<file path="src/rtl/level_pkg.sv">
`default_nettype none
// level_pkg: shared screen constants, FSM state encoding and request priority for the level hazard logic.
package level_pkg;

  localparam int COORD_W = 10;
  localparam int FLOOR_Y = 400;
  localparam int FALL_Y  = 470;

  typedef enum logic [2:0] {
    ST_IDLE    = 3'd0,
    ST_ANIM_P1 = 3'd1,
    ST_ANIM_P2 = 3'd2,
    ST_ANIM_SP = 3'd3,
    ST_DEAD    = 3'd4
  } state_e;

  typedef enum logic [2:0] {
    REQ_NONE    = 3'd0,
    REQ_RESTART = 3'd1,
    REQ_PIT1    = 3'd2,
    REQ_PIT2    = 3'd3,
    REQ_SPIKES  = 3'd4
  } req_e;

  // Restart beats every animation request; lower strobes in the same cycle are dropped.
  function automatic req_e req_decode(input logic restart, input logic pit1,
                                      input logic pit2, input logic spikes);
    if (restart)     return REQ_RESTART;
    else if (pit1)   return REQ_PIT1;
    else if (pit2)   return REQ_PIT2;
    else if (spikes) return REQ_SPIKES;
    else             return REQ_NONE;
  endfunction

  function automatic int ticker_width(input int div);
    return (div > 1) ? $clog2(div) : 1;
  endfunction

endpackage
`default_nettype wire

</file>
<file path="src/rtl/step_ticker.sv">
`default_nettype none
// step_ticker: animation prescaler counting 0..STEP_DIV-1; tick is high in the cycle that wraps.
module step_ticker
  import level_pkg::*;
#(
  parameter int STEP_DIV = 500000
) (
  input  logic clk,
  input  logic rst_n,
  input  logic clr,
  input  logic en,
  output logic tick
);

  localparam int CNT_W = ticker_width(STEP_DIV);
  localparam logic [CNT_W-1:0] CNT_LAST = CNT_W'(STEP_DIV - 1);

  logic [CNT_W-1:0] cnt_q, cnt_d;

  assign tick = en && (cnt_q == CNT_LAST);

  always_comb begin
    cnt_d = cnt_q;
    if (clr)
      cnt_d = '0;
    else if (en)
      cnt_d = tick ? '0 : cnt_q + CNT_W'(1);
  end

  always_ff @(posedge clk or negedge rst_n) begin
    if (!rst_n)
      cnt_q <= '0;
    else
      cnt_q <= cnt_d;
  end

endmodule
`default_nettype wire

</file>
<file path="src/rtl/level_hazard_ctrl.sv">
`default_nettype none
// level_hazard_ctrl: animates pits/spikes on level-FSM request and flags player death.
// Optional spike hazard compiled in with HAZARD_SPIKES_EN.
module level_hazard_ctrl #(
  parameter int COORD_W     = level_pkg::COORD_W,
  parameter int STEP_DIV    = 500000,
  parameter int STEP_PX     = 2,
  parameter int PIT1_MAX_W  = 64,
  parameter int PIT2_MAX_W  = 96,
  parameter int PIT1_X      = 200,
  parameter int PIT2_X      = 400,
  parameter int SPIKE_X     = 520,
  parameter int SPIKE_W     = 32,
  parameter int SPIKE_MAX_H = 24,
  parameter int FLOOR_Y     = level_pkg::FLOOR_Y,
  parameter int FALL_Y      = level_pkg::FALL_Y,
  parameter int PLAYER_W    = 16,
  parameter int PLAYER_H    = 16
) (
  input  logic               Clk,
  input  logic               reset_n,
  input  logic               open_pit1,
  input  logic               open_pit2,
  input  logic               raise_spikes,
  input  logic               level_restart,
  input  logic [COORD_W-1:0] x_pos,
  input  logic [COORD_W-1:0] y_pos,
  output logic [COORD_W-1:0] pit1_w,
  output logic [COORD_W-1:0] pit2_w,
  output logic [COORD_W-1:0] spike_h,
  output logic               anim_busy,
  output logic               anim_done,
  output logic               death
);

  import level_pkg::*;

  localparam int CW = COORD_W + 1;
  localparam logic [COORD_W-1:0] C_P1_MAX = COORD_W'(PIT1_MAX_W);
  localparam logic [COORD_W-1:0] C_P2_MAX = COORD_W'(PIT2_MAX_W);

  // Pit x positions are renderer-only; kept as parameters so both sides share one source.
  localparam int C_PIT_X_SUM = PIT1_X + PIT2_X;

  state_e             state_q, state_d;
  logic [COORD_W-1:0] pit1_q, pit1_d, pit2_q, pit2_d;
  logic               busy_q, busy_d, done_q, done_d, death_q, death_d;
  logic               tick, tick_clr, tick_en;
  req_e               req;
  logic [COORD_W:0]   y_bot, x_right, spike_top;
  logic [COORD_W-1:0] pit1_next, pit2_next;
  logic               fall_hit, spike_hit, hit;

  function automatic logic [COORD_W-1:0] step_geom(input logic [COORD_W-1:0] cur,
                                                   input logic [COORD_W-1:0] max_v);
    logic [COORD_W:0] sum;
    sum = {1'b0, cur} + CW'(STEP_PX);
    if (sum >= {1'b0, max_v})
      return max_v;
    else
      return sum[COORD_W-1:0];
  endfunction

  assign req       = req_decode(level_restart, open_pit1, open_pit2, raise_spikes);
  assign pit1_next = step_geom(pit1_q, C_P1_MAX);
  assign pit2_next = step_geom(pit2_q, C_P2_MAX);

  assign y_bot     = {1'b0, y_pos} + CW'(PLAYER_H);
  assign x_right   = {1'b0, x_pos} + CW'(PLAYER_W);
  assign spike_top = CW'(FLOOR_Y) - {1'b0, spike_h};
  assign fall_hit  = (y_bot >= CW'(FALL_Y));
  // With spikes compiled out spike_h is constant zero, so this term folds away.
  assign spike_hit = (spike_h != '0) && (x_right > CW'(SPIKE_X)) &&
                     ({1'b0, x_pos} < CW'(SPIKE_X + SPIKE_W)) && (y_bot > spike_top);
  assign hit       = (fall_hit || spike_hit) && (C_PIT_X_SUM >= 0);

  assign tick_en = (state_q == ST_ANIM_P1) || (state_q == ST_ANIM_P2) ||
                   (state_q == ST_ANIM_SP);

  step_ticker #(
    .STEP_DIV (STEP_DIV)
  ) u_ticker (
    .clk   (Clk),
    .rst_n (reset_n),
    .clr   (tick_clr),
    .en    (tick_en),
    .tick  (tick)
  );

`ifdef HAZARD_SPIKES_EN
  localparam logic [COORD_W-1:0] C_SP_MAX = COORD_W'(SPIKE_MAX_H);
  logic [COORD_W-1:0] spike_q, spike_d, spike_next;
  assign spike_next = step_geom(spike_q, C_SP_MAX);
  assign spike_h    = spike_q;
`else
  assign spike_h = '0;
`endif

  always_comb begin
    state_d  = state_q;
    pit1_d   = pit1_q;
    pit2_d   = pit2_q;
    busy_d   = busy_q;
    done_d   = 1'b0;
    death_d  = death_q;
    tick_clr = 1'b0;
`ifdef HAZARD_SPIKES_EN
    spike_d  = spike_q;
`endif
    if (req == REQ_RESTART) begin
      state_d  = ST_IDLE;
      pit1_d   = '0;
      pit2_d   = '0;
      busy_d   = 1'b0;
      death_d  = 1'b0;
      tick_clr = 1'b1;
`ifdef HAZARD_SPIKES_EN
      spike_d  = '0;
`endif
    end else if ((state_q != ST_DEAD) && hit) begin
      state_d = ST_DEAD;
      death_d = 1'b1;
      busy_d  = 1'b0;
    end else begin
      case (state_q)
        ST_IDLE: begin
          case (req)
            REQ_PIT1: begin
              state_d  = ST_ANIM_P1;
              busy_d   = 1'b1;
              tick_clr = 1'b1;
            end
            REQ_PIT2: begin
              state_d  = ST_ANIM_P2;
              busy_d   = 1'b1;
              tick_clr = 1'b1;
            end
            REQ_SPIKES: begin
`ifdef HAZARD_SPIKES_EN
              state_d  = ST_ANIM_SP;
              busy_d   = 1'b1;
              tick_clr = 1'b1;
`else
              done_d   = 1'b1;
`endif
            end
            default: ;
          endcase
        end
        ST_ANIM_P1: begin
          if (tick) begin
            pit1_d = pit1_next;
            if (pit1_next == C_P1_MAX) begin
              done_d  = 1'b1;
              busy_d  = 1'b0;
              state_d = ST_IDLE;
            end
          end
        end
        ST_ANIM_P2: begin
          if (tick) begin
            pit2_d = pit2_next;
            if (pit2_next == C_P2_MAX) begin
              done_d  = 1'b1;
              busy_d  = 1'b0;
              state_d = ST_IDLE;
            end
          end
        end
`ifdef HAZARD_SPIKES_EN
        ST_ANIM_SP: begin
          if (tick) begin
            spike_d = spike_next;
            if (spike_next == C_SP_MAX) begin
              done_d  = 1'b1;
              busy_d  = 1'b0;
              state_d = ST_IDLE;
            end
          end
        end
`endif
        ST_DEAD: ;
        default: begin
          state_d = ST_IDLE;
          busy_d  = 1'b0;
        end
      endcase
    end
  end

  always_ff @(posedge Clk or negedge reset_n) begin
    if (!reset_n) begin
      state_q <= ST_IDLE;
      pit1_q  <= '0;
      pit2_q  <= '0;
      busy_q  <= 1'b0;
      done_q  <= 1'b0;
      death_q <= 1'b0;
    end else begin
      state_q <= state_d;
      pit1_q  <= pit1_d;
      pit2_q  <= pit2_d;
      busy_q  <= busy_d;
      done_q  <= done_d;
      death_q <= death_d;
    end
  end

`ifdef HAZARD_SPIKES_EN
  always_ff @(posedge Clk or negedge reset_n) begin
    if (!reset_n)
      spike_q <= '0;
    else
      spike_q <= spike_d;
  end
`endif

  assign pit1_w    = pit1_q;
  assign pit2_w    = pit2_q;
  assign anim_busy = busy_q;
  assign anim_done = done_q;
  assign death     = death_q;

endmodule
`default_nettype wire

</file>
<file path="config.mk">
export PLATFORM = sky130hd
export DESIGN_NAME = level_hazard_ctrl
export DESIGN_NICKNAME = d
export VERILOG_FILES = /design/src/rtl/level_pkg.sv /design/src/rtl/step_ticker.sv /design/src/rtl/level_hazard_ctrl.sv
export SDC_FILE = /design/constraint.sdc
export NUM_CORES = 1
export LEC_CHECK = 0
export BUFFER_PORTS_ARGS = -buffer_cell sky130_fd_sc_hd__buf_2
export CAP_MARGIN = 20
export CORE_MARGIN = 5
export CORE_UTILIZATION = 35
export CTS_BUF_LIST = sky130_fd_sc_hd__clkbuf_8 sky130_fd_sc_hd__clkbuf_16
export CTS_CLUSTER_SIZE = 24
export DETAILED_ROUTE_END_ITERATION = 16
export SETUP_SLACK_MARGIN = 0.05
export SLEW_MARGIN = 10
export SYNTH_ARGS = -nofsm -noshare
export SYNTH_HDL_FRONTEND = slang
export SYNTH_HIERARCHICAL = 1
export SYNTH_SLANG_ARGS = --single-unit
</file>
<file path="constraint.sdc">
create_clock -name Clk -period 2.5 [get_ports Clk]
set_input_delay 0.375 -clock Clk [delete_from_list [all_inputs] [get_ports Clk]]
set_output_delay 0.375 -clock Clk [all_outputs]
set_load 0.02 [all_outputs]
</file>
=== Word-level counts from Yosys, hierarchy flattened ===
Cells that the tools add are included.

* Eq/ne operators: 20
* Magnitude comparators: 3
* Add/sub/neg operators: 4
* Muxes and demuxes: 47
* Reduce and logical (&&, ||, !) cells: 15

{| class="wikitable"
|+ Operators with widths
! kind !! number
|-
| $mux 10 || 10
|-
| $mux 19 || 3
|-
| $mux 3 || 10
|-
| $add 10x2->11 const B || 2
|-
| $ge 11x7->1 const B || 2
|-
| $eq 10x7->1 const B || 2
|-
| $mux 1 || 20
|-
| $add 19x1->19 const B || 1
|-
| $eq 19x19->1 const B || 1
|-
| $ne 4x1->1 const B || 4
|-
| $eq 3x2->1 const B || 4
|-
| $pmux 3 s4 || 1
|-
| $reduce_and 6->1 || 2
|-
| $add 10x5->11 const B || 1
|-
| $ge 11x9->1 const B || 1
|-
| $reduce_bool 2->1 || 5
|-
| $eq 3x1->1 const B || 2
|-
| $eq 3x3->1 const B || 2
|-
| $ne 3x3->1 const B || 2
|-
| $pmux 3 s2 || 1
|-
| $reduce_and 3->1 || 2
|-
| $ne 5x5->1 const B || 1
|-
| $ne 4x4->1 const B || 1
|-
| $pmux 1 s4 || 1
|-
| other kinds (6) || 8
|}

* Logic and storage cells: 96
* Input port bits: 26
* Register bits: 45

=== Logic depth before layout (Yosys ltp) ===
* Depth in word-level cells: 11
* Mapped depth: 12
* Mapped depth without buffers: 11

=== By module ===
Netlist, hierarchy kept.

{| class="wikitable"
|+ By module, submodules not included
! module !! times used !! area each (um^2) !! seq. area each (um^2) !! cells each
|-
| level_hazard_ctrl || 1 || 1591.5 || 650.6 || 175
|-
| step_ticker || 1 || 1072.3 || 475.5 || 112
|}

=== Least setup slack after synthesis ===
OpenSTA, ideal clock, no wires.

* Path type: input to register
* Start point: in y_pos[4]
* End point: reg u_ticker.cnt_q[13]
* Arrival time: 2.614 ns
* Buffers on the path: 1
* Setup slack: -0.235 ns
* Library setup time: 0.121 ns
* Data required time: 2.379 ns
* Stages: 12
* Path through: inv_2 ha_1 a211o_1 o311a_1 o311ai_4 o211ai_1 nand2_1 buf_6 o2111ai_1 nor4_1 xnor2_1 nor2_1

* Cells in the longest elaborated chain, start to end: 6
* Elaborated cells between the ends (all ways): 7
* Classes of those cells: add/sub: 1; order compare: 1; mux: 3; reduce/logical: 2

{| class="wikitable"
|+ RTL lines
! what !! line !! source
|-
| start: declaration || level_hazard_ctrl.sv:27 || <nowiki>input logic [COORD_W-1:0] y_pos,</nowiki>
|-
| $add 10x5->11 * || level_hazard_ctrl.sv:68 || <nowiki>assign y_bot = {1'b0, y_pos} + CW'(PLAYER_H);</nowiki>
|-
| $ge 11x9->1 * || level_hazard_ctrl.sv:71 || <nowiki>assign fall_hit = (y_bot >= CW'(FALL_Y));</nowiki>
|-
| $logic_and 1x1->1 * || level_hazard_ctrl.sv:120 || <nowiki>end else if ((state_q != ST_DEAD) && hit) begin</nowiki>
|-
| $mux 1 * || level_hazard_ctrl.sv:120 ||
|-
| $mux 1 * || level_hazard_ctrl.sv:110 || <nowiki>if (req == REQ_RESTART) begin</nowiki>
|-
| named net tick_clr || level_hazard_ctrl.sv:48 || <nowiki>logic tick, tick_clr, tick_en;</nowiki>
|-
| $mux 19 / $reduce_bool 2->1 (equally long branches) || - ||
|-
| end signal: assignment || step_ticker.sv:34 || <nowiki>cnt_q <= cnt_d;</nowiki>
|-
| end: declaration || step_ticker.sv:18 || <nowiki>logic [CNT_W-1:0] cnt_q, cnt_d;</nowiki>
|}

The timed path passes the listed nets; every way through them passes the cells marked *.
A chain may end at the register's enable or synchronous reset.

=== Worst setup path in the final report ===
* Start point: reg u_ticker.cnt_q[12]
* End point: reg pit1_q[1], in the netlist pit1_w[1]

* Cells in the longest elaborated chain, start to end: 4

{| class="wikitable"
|+ RTL lines
! what !! line !! source
|-
| $eq 19x19->1 || step_ticker.sv:20 || <nowiki>assign tick = en && (cnt_q == CNT_LAST);</nowiki>
|-
| $logic_and 1x1->1 || step_ticker.sv:20 ||
|-
| named net tick || level_hazard_ctrl.sv:48 ||
|-
| $reduce_bool 2->1 (no source line) || - ||
|-
| $reduce_and 3->1 (no source line) || - ||
|-
| end signal: assignment || level_hazard_ctrl.sv:201 || <nowiki>pit1_q <= pit1_d;</nowiki>
|-
| end: declaration || level_hazard_ctrl.sv:46 || <nowiki>logic [COORD_W-1:0] pit1_q, pit1_d, pit2_q, pit2_d;</nowiki>
|}

The timed path passes the listed nets, and every way through them passes these cells.

==> impl_metrics.json <==
{
  "clock-skew-final_ps": 4.78,
  "ys_top_cells_by_area": "dfrtp_1, nand3_1, nor2_1",
  "routabilityCongestion": 0.842,
  "synth_area_um2": 2660,
  "wire_per_inst_um": 13.7,
  "fillCellCount": 754,
  "row_count": 31,
  "start_util_pct": 36.3,
  "htree_levels": 2,
  "ir_worst_vdd_uv": 182,
  "portBuffers": 38,
  "synth.top_cell.area_share_pct": 42.3,
  "syn_to_final_growth_pct": 19.5,
  "gr-max-usage-layer": "met2",
  "dr.first_iter.drc_count": 89,
  "yosys_register_bits": 45,
  "num_antenna_cells": 0,
  "grtUsageMet2_pct": 20.0,
  "avgSynthCellArea_um2": 9.28,
  "yosysUniqueCellTypes": 58,
  "cts_tree": "done",
  "async_flop_share_pct": 100,
  "vias": 2304,
  "syn_inst": 287,
  "met3_usage_pct": 2.73,
  "yosysSeqAreaShare_pct": 42.3,
  "max-cap-violations": 0,
  "grt_pass1_wl_mm": 10.5,
  "grt_overflow": 0,
  "dieWidth_um": 97.2,
  "post-dp-hpwl_mm": 4.51,
  "cts_buffers": 5,
  "drive_gt1_share_pct": 28.4,
  "ant_nets": 0,
  "status": "complete, no violations",
  "rsz0062_at_grt": "yes",
  "timing.final.hold_violations": 0,
  "yosysWarnings": 6,
  "arrival_ps": 2520,
  "drt_first_pass_iters": 4,
  "synthFlopType": "dfrtp_1",
  "ios": 59,
  "critPathKind": "reg -> reg",
  "place_area_um2": 3080,
  "clkSinkCount": 45,
  "fmax_ghz": 0.434,
  "cts_buffer_depth": 2,
  "clk_latency_ps": 300,
  "end_kind": "flop",
  "grtUsageTotal_pct": 13.2,
  "period_share_pct": 92.2,
  "grt_use_met1_pct": 18.4,
  "clockRootBuffer": "clkbuf_8",
  "grt_pass1_vias": 2224,
  "p_per_area_nw_per_um2": 431,
  "clk_pin_slew_ps": 80,
  "fin_area_um2": 3180,
  "dieArea_um2": 9460,
  "cts_hold_buf": 0,
  "fin_util_pct": 43.4,
  "antenna_found_initial": 0,
  "grt_max_degree": 21,
  "viasPerCell": 5.22,
  "layout.cells.most_common": "dfrtp_1",
  "required_ps": 2720,
  "die_h_um": 97.2,
  "drv_slew": 0,
  "yosys.area.top_type": "dfrtp_1",
  "fin_crit_ps": 2310,
  "drt_wl_total_mm": 6.05,
  "drc": 0,
  "core_area_um2": 7330,
  "synth_edf_count": 0,
  "nNetsFinal": 374,
  "final-setup-viol-count": 0,
  "min_path_type": "in -> async",
  "leakagePower_uw": 0.00144,
  "crit_fanout": 7,
  "final_cell_mix": "dfrtp_1, buf_2, nor2_1, nand2_1, nand3_1",
  "start_kind": "flop"
}
-- synthesized netlist by cell type (6+ instances only) --
cell type / count
o21ai_0: 8
buf_4: 11
nor2_1: 31
a21oi_1: 15
nand3_1: 24
inv_1: 9
xnor2_1: 11
dfrtp_1: 45
nor3_1: 7
and3_2: 6
nand2_1: 25
and3_1: 6
-- worst paths after layout --
path | from | to | slack, ps | depth (start not counted)
max | u_ticker/cnt_q[12]$_DFFE_PN0P_ | pit1_w[1]$_DFFE_PN0P_ | 190 | 7
min | reset_n | pit1_w[1]$_DFFE_PN0P_ | 2 | 1
max reg2reg | u_ticker/cnt_q[12]$_DFFE_PN0P_ | pit1_w[1]$_DFFE_PN0P_ | 190 | 7
min reg2reg | pit2_w[0]$_DFFE_PN0P_ | pit2_w[0]$_DFFE_PN0P_ | 510 | 1
max in group asynchronous | reset_n | pit2_w[1]$_DFFE_PN0P_ | 1950 | 2
min in group Clk | raise_spikes | anim_done$_DFF_PN0_ | 390 | 3
-- sequential cells by signal, summed over array words and instances (netlist names) --
| register | flops |
|---|---|
| death | 1 |
| anim_busy | 1 |
| pit1_w | 10 |
| anim_done | 1 |
| u_ticker/cnt_q | 19 |
| pit2_w | 10 |
| state_q | 3 |
-- what timing repair did --
action | 4_1_cts | 5_1_grt
setup buffers | 0 | 0
setup endpoints to repair | 0 | 9
gates resized for setup | 0 | 7
-- area by class of cell --
cell class	instances	area, µm²	area share (%)
clock buffer	5	68.8	2.16
clock inverter	1	5.00	0.157
inverter	10	40.0	1.26
multi-input combinational	220	1450	45.7
sequential	45	1130	35.4
tap	99	124	3.89
timing repair buffer	61	367	11.5
-- logic make-up after synthesis --
family                   Yosys count  synth area share (%)
XOR/XNOR                          15                  4.93
multiplexers                       1                 0.376
buffers and inverters             31                  6.86
flip-flops                        45                  42.3
AND/OR/NAND/NOR                  130                  26.1
adder cells (fa/ha/maj)            5                  2.35
other                              1                 0.141
AO/OA/AOI/OAI                     59                  17.0
-- routing by layer --
layer,part of all wire [%],up-vias
met3,5.2,5
met1,49,1111
met4,1.5,0
met5,0,-
met2,45,55
li1,-,1133
-- through the flow --
step	power (µW)	worst slack (ps)	hold slack (ps)	std cells	setup TNS [ps]
final	1370	195	2.20	441	0
after global routing	1440	24.5	31.5	441	0
after CTS	1380	63.6	17.6	441	0
after detailed placement	956	-145	346	435	-818
after global placement	952	-106	339	435	-396
after floorplan	890	50.6	79.4	296	0
-- where the power goes --
group | internal (µW) | switching (µW)
logic | 71.4 | 126
clock network | 184 | 244
registers | 738 | 8.27
-- worst max-delay path, cell delays in order, from the launching register on --
cell and delay (ps):
dfrtp_1 380, or4_1 540, or4_4 450, nor2_4 160, buf_6 140, and3_2 240
nand2_2 110, o31ai_2 190
Note: power is estimated with default switching activity, not from simulation.
